$ cat config.mk
export PLATFORM = sky130hd
export DESIGN_NAME = ram_sync_clr_flat
export DESIGN_NICKNAME = d
export VERILOG_FILES = /design/src/rtl/ram_sync_clr_pkg.sv /design/src/rtl/ram_sync_clr_if.sv /design/src/rtl/ram_sync_clr_core.sv /design/src/rtl/ram_sync_clr.sv /design/src/flat_wrapper.sv
export SDC_FILE = /design/constraint.sdc
export NUM_CORES = 1
export LEC_CHECK = 0
export ABC_AREA = 1
export BUFFER_PORTS_ARGS = -buffer_cell sky130_fd_sc_hd__buf_2
export CORE_ASPECT_RATIO = 1.2
export CORE_MARGIN = 4
export CORE_UTILIZATION = 55
export DETAILED_ROUTE_END_ITERATION = 12
export PLACE_DENSITY = 0.77
export SLEW_MARGIN = 30
export SYNTH_ARGS = -nofsm -noshare
export SYNTH_HDL_FRONTEND = slang
export SYNTH_HIERARCHICAL = 1
export SYNTH_SLANG_ARGS = --single-unit
$ cat constraint.sdc
create_clock -name clk -period 1.9 [get_ports clk]
set_clock_uncertainty 0.2 [all_clocks]
set_input_delay 0.19 -clock clk [delete_from_list [all_inputs] [get_ports clk]]
set_output_delay 0.19 -clock clk [all_outputs]
set_load 0.02 [all_outputs]
$ cat src/rtl/ram_sync_clr_pkg.sv
// Shared types and helpers for the run-time-loadable RAM with clear sweep.
package ram_pkg;

    // CLEAR: sweep is filling every word with the clear value; RUN: normal traffic.
    typedef enum logic {CLEAR, RUN} ram_state_t;

    // Number of words addressed by an address bus of the given width.
    function automatic int depth_of(input int addr_w);
        return 1 << addr_w;
    endfunction

endpackage

$ cat src/rtl/ram_sync_clr_if.sv
// Write/read/clear bus of ram_sync_clr. master drives requests, slave answers.
interface ram_sync_clr_if #(
    parameter int ADDR_W = 3,
    parameter int DATA_W = 2
);
    import ram_pkg::*;

    logic              clr;
    logic              we;
    logic [ADDR_W-1:0] wa;
    logic [DATA_W-1:0] wd;
    logic              w_ready;
    logic              re;
    logic [ADDR_W-1:0] ra;
    logic [DATA_W-1:0] rd;
    logic              rd_valid;
    logic              busy;

    modport master (
        output clr, we, wa, wd, re, ra,
        input  w_ready, rd, rd_valid, busy
    );

    modport slave (
        input  clr, we, wa, wd, re, ra,
        output w_ready, rd, rd_valid, busy
    );

endinterface

$ cat src/rtl/ram_sync_clr_core.sv
// Plain synchronous storage array: one write port, one registered read port.
// A read and a write to the same word on the same edge return the old word.
module ram_core
    import ram_pkg::*;
#(
    parameter int ADDR_W = 3,
    parameter int DATA_W = 2
) (
    input  logic              clk,
    input  logic              we,
    input  logic [ADDR_W-1:0] wa,
    input  logic [DATA_W-1:0] wd,
    input  logic [ADDR_W-1:0] ra,
    output logic [DATA_W-1:0] rd_raw
);

    localparam int DEPTH = depth_of(ADDR_W);

    logic [DATA_W-1:0] mem [DEPTH];

    // Write and registered read share the edge; the read sees the pre-write word.
    always_ff @(posedge clk) begin
        if (we) begin
            mem[wa] <= wd;
        end
        rd_raw <= mem[ra];
    end

endmodule

$ cat src/rtl/ram_sync_clr.sv
// RAM that clears itself after reset or on request, then serves
// independent write and read traffic with one cycle of read latency.
module ram_sync_clr
    import ram_pkg::*;
#(
    parameter int              ADDR_W  = 3,
    parameter int              DATA_W  = 2,
    parameter logic [DATA_W-1:0] CLR_VAL = '0
) (
    input  logic          clk,
    input  logic          reset,
    ram_sync_clr_if.slave bus
);

    localparam int              DEPTH    = depth_of(ADDR_W);
    // Counter is one bit wider than the address so the last sweep word is unambiguous.
    localparam logic [ADDR_W:0] LAST_CNT = (ADDR_W + 1)'(DEPTH - 1);

    ram_state_t        state_reg, state_next;
    logic [ADDR_W:0]   cnt_reg, cnt_next;
    logic              rd_valid_reg, rd_valid_next;
    logic [DATA_W-1:0] rd_hold_reg;
    logic [DATA_W-1:0] rd_raw;

    logic              core_we;
    logic [ADDR_W-1:0] core_wa;
    logic [DATA_W-1:0] core_wd;

    ram_core #(
        .ADDR_W (ADDR_W),
        .DATA_W (DATA_W)
    ) u_core (
        .clk    (clk),
        .we     (core_we),
        .wa     (core_wa),
        .wd     (core_wd),
        .ra     (bus.ra),
        .rd_raw (rd_raw)
    );

    // State, sweep counter, read-valid pulse and the held copy of the last read word.
    always_ff @(posedge clk or posedge reset) begin
        if (reset) begin
            state_reg    <= CLEAR;
            cnt_reg      <= '0;
            rd_valid_reg <= 1'b0;
            rd_hold_reg  <= '0;
        end else begin
            state_reg    <= state_next;
            cnt_reg      <= cnt_next;
            rd_valid_reg <= rd_valid_next;
            if (rd_valid_reg) begin
                rd_hold_reg <= rd_raw;
            end
        end
    end

    // Next state and write-port steering: the sweep owns the write port while clearing.
    always_comb begin
        state_next    = state_reg;
        cnt_next      = cnt_reg;
        rd_valid_next = 1'b0;
        core_we       = 1'b0;
        core_wa       = bus.wa;
        core_wd       = bus.wd;
        case (state_reg)
            CLEAR: begin
                core_we  = 1'b1;
                core_wa  = cnt_reg[ADDR_W-1:0];
                core_wd  = CLR_VAL;
                cnt_next = cnt_reg + (ADDR_W + 1)'(1);
                if (cnt_reg == LAST_CNT) begin
                    state_next = RUN;
                end
            end
            RUN: begin
                // A read on the clr edge is still served; a write on it is dropped.
                rd_valid_next = bus.re;
                core_we       = bus.we & ~bus.clr;
                if (bus.clr) begin
                    state_next = CLEAR;
                    cnt_next   = '0;
                end
            end
            default: begin
                state_next = CLEAR;
                cnt_next   = '0;
            end
        endcase
    end

    assign bus.busy     = (state_reg == CLEAR);
    assign bus.w_ready  = (state_reg == RUN);
    assign bus.rd_valid = rd_valid_reg;
    // Fresh word in the cycle after an accepted read, otherwise the last word read.
    assign bus.rd       = rd_valid_reg ? rd_raw : rd_hold_reg;

endmodule

$ cat src/flat_wrapper.sv
// flat-port wrapper written by rule: the top's interface ports become plain ports
module ram_sync_clr_flat import ram_pkg::*;
#(
    parameter int              ADDR_W  = 3,
    parameter int              DATA_W  = 2,
    parameter logic [DATA_W-1:0] CLR_VAL = '0
)
  (clk, reset, bus_clr, bus_we, bus_wa, bus_wd, bus_re, bus_ra, bus_w_ready, bus_rd, bus_rd_valid, bus_busy);
  ram_sync_clr_if #(.ADDR_W(ADDR_W), .DATA_W(DATA_W)) bus_i ();
  input  logic clk;
  input  logic reset;
  input wire logic [$bits(bus_i.clr)-1:0] bus_clr;
  input wire logic [$bits(bus_i.we)-1:0] bus_we;
  input wire logic [$bits(bus_i.wa)-1:0] bus_wa;
  input wire logic [$bits(bus_i.wd)-1:0] bus_wd;
  input wire logic [$bits(bus_i.re)-1:0] bus_re;
  input wire logic [$bits(bus_i.ra)-1:0] bus_ra;
  output wire logic [$bits(bus_i.w_ready)-1:0] bus_w_ready;
  output wire logic [$bits(bus_i.rd)-1:0] bus_rd;
  output wire logic [$bits(bus_i.rd_valid)-1:0] bus_rd_valid;
  output wire logic [$bits(bus_i.busy)-1:0] bus_busy;
  assign bus_i.clr = bus_clr;
  assign bus_i.we = bus_we;
  assign bus_i.wa = bus_wa;
  assign bus_i.wd = bus_wd;
  assign bus_i.re = bus_re;
  assign bus_i.ra = bus_ra;
  assign bus_w_ready = bus_i.w_ready;
  assign bus_rd = bus_i.rd;
  assign bus_rd_valid = bus_i.rd_valid;
  assign bus_busy = bus_i.busy;
  ram_sync_clr #(.ADDR_W(ADDR_W), .DATA_W(DATA_W), .CLR_VAL(CLR_VAL)) u_core (.clk(clk), .reset(reset), .bus(bus_i));
endmodule
==> results.toml <==
[global_routing]
grt-ovfl-total = 0
antenna_found_initial = 0
grt_util_all_layers_pct = 15.0
grt_max_degree = 15
grt_pass1_vias = 866
grt_pass1_wl_um = 3420

[pwr]
leakage_nw = 0.736
peakVddDrop_v = 0.000942
powerDensity_mw_per_mm2 = 1480

[synthesis]
synth.most_common_cell = "nand2_1"
synth_edf_count = 16
synth_simple_gate_area_share_pct = 24.7
synth-seq-cells = 26
syn_area_per_cell_um2 = 8.48
synth_top_area_share_pct = 38.8
synth.distinct_cells = 15
synth_top_family_by_area = "simple AND/OR/NAND/NOR gates"
ys_seq_area_share_pct = 58.2
synthCells = 146
synth_compound_area_share_pct = 3.43
async_flop_share_pct = 30.8
synth-warning-count = 6
synth_ff_type = "edfxtp_1"
syn-cell-area_mm2 = 0.00124
synth_fa_ha_area_share_pct = 1.01
synth-xor-area-share_pct = 0
synth_mux_area_share_pct = 0
yosys-top-cells-count = "nand2_1, inv_1, edfxtp_1"
netlist_top_cells_area = "edfxtp_1, dfrtp_1, nand2_1, inv_1, nand3_1"
synth_nets = 160
yosys.area.top_type = "edfxtp_1"

[detailed_routing]
routedWlPerCell_um = 10.2
wl_um = 2040
firstDrtPassIters = 4
final_antenna_net_count = 0
drt-initial-drc-count = 28
drc = 0
vias = 929
vias_per_cell = 4.65

[worst_hold_path]
hp-class = "input pin to register"

[sta]
setup_viol = 0
rsz0062_at_grt = "no"
finalCritPeriodShare_pct = 88.2
tightest_slew_ns = 0.336
slew-limit-headroom_pct = 77.6
whs_ns = 0.0672
fin_crit_ns = 1.68
fmax_mhz = 596
hold_viol_final = 0
fin_setup_tns_ns = 0
drv_slew = 0

[status]
run_status = "finished, final reports clean"

[cts]
cts.sinks = 26
clk-insertion-delay-late_ns = 0.30
cts_tree = "done"
cts_resized = 0
clk_pin_slew_ns = 0.12
cts_root_buf = "clkbuf_4"
cts_max_level = 1
numCtsBuffers = 3
clk_path_buf_depth = 2

[floorplan]
std_cell_rows = 18
initial_core_util_pct = 59.1
die_y_um = 60.0
dieArea_mm2 = 0.00308
ioPinCount = 18
core_area_mm2 = 0.00209
dieWidth_um = 51.3

[worst_setup_path]
critPathKind = "register to register"
crit_path_start_kind = "register"
worstPathArrival_ns = 1.49
required_ns = 1.72
crit_path_max_fanout = 10
cp-end-kind = "register"

[finish]
largest_reg_flops = 16
multi_input_area_um2 = 362
seq_area_um2 = 721
num_antenna_cells = 0
fillCellCount = 176
area_growth_syn_to_layout_pct = 14.0
drive_gt1_share_pct = 18.2
layoutNonFillerInstCount = 200
nets = 185

[place]
finalWeightedCongestion = 0.840
port_buffers = 17
dp_cells = 192
dp_hpwl_um = 1650

[flow_run]
cap_viol_max_count = 0
[layer usage]
layer / share of wire [%] / wire length (um) / track usage [%]
met5: 0 / 0 / 0
met4: 0.83 / 17 / 6.74
met3: 3.5 / 71 / 1.75
met2: 54 / 1100 / 28.7
met1: 42 / 857 / 16.5
[timing repair]
item                                   CTS  global route
hold buffers                             4             0
endpoints found under the hold margin   12             0
setup buffers                            0             0
[stage by stage]
| stage | util, % | setup WS, ns | total power [mW] | instance area, um^2 |
|---|---|---|---|---|
| final | 67.4 | 0.223 | 2.09 | 1410 |
| after global routing | 67.4 | 0.0811 | 2.28 | 1410 |
| after CTS | 67.4 | 0.217 | 2.10 | 1410 |
| after detailed placement | 64.3 | 0.238 | 1.87 | 1350 |
| after global placement | 64.3 | 0.307 | 1.84 | 1350 |
| after floorplan | - | 0.191 | 1.66 | 1240 |
[worst max-delay path, stage by stage, from the launching register on]
cell	delay [ns]
dfrtp_1	0.48
inv_1	0.16
nand2_1	0.09
o21a_1	0.12
inv_1	0.05
nand2_1	0.09
nor2_1	0.20
[cell families (layout without fill, tap and decap cells)]
family,count (synthesis),count (layout)
AOI/OAI and AO/OA,8,8
adders and majority gates,1,1
buffers and inverters,37,61
DFF,26,26
and+or+nand+nor,74,74
[area by class of cell]
type | count | area share (%)
flip-flops and latches | 26 | 51.0
multi-input cells | 83 | 25.6
inverters | 35 | 9.48
repair buffers | 22 | 9.39
well taps | 30 | 2.66
clock buffers | 4 | 1.86
[power breakdown]
part	internal, mW	switching [mW]	total (mW)
sequential	0.887	0.124	1.01
clock	0.0818	0.138	0.219
combinational	0.280	0.577	0.857
[layout by cell type, fill, tap and decap left out, types with 2 or more instances in the layout]
master         count
o21ai_0            7
dfrtp_1            8
clkbuf_4           3
nand3_1           12
inv_2              7
buf_2             17
dlygate4sd3_1      4
dfxtp_1            2
inv_1             27
nor2_1            10
edfxtp_1          16
nand2_1           50
[worst paths after layout]
kind,startpoint,to,slack [ns],cells after the start
max in group asynchronous,reset,u_core/cnt_reg[2],1.09,3
min in group asynchronous,reset,u_core/bus.w_ready,0.17,3
hold reg to reg,u_core/u_core/rd_raw[0],u_core/rd_hold_reg[0],0.29,2
hold / removal,bus_ra[1],u_core/u_core/rd_raw[1],0.07,5
setup / recovery,u_core/bus.w_ready,u_core/u_core/mem[4][0],0.22,6
setup reg to reg,u_core/bus.w_ready,u_core/u_core/mem[4][0],0.22,6
Note: power is estimated with default switching activity, not from simulation.
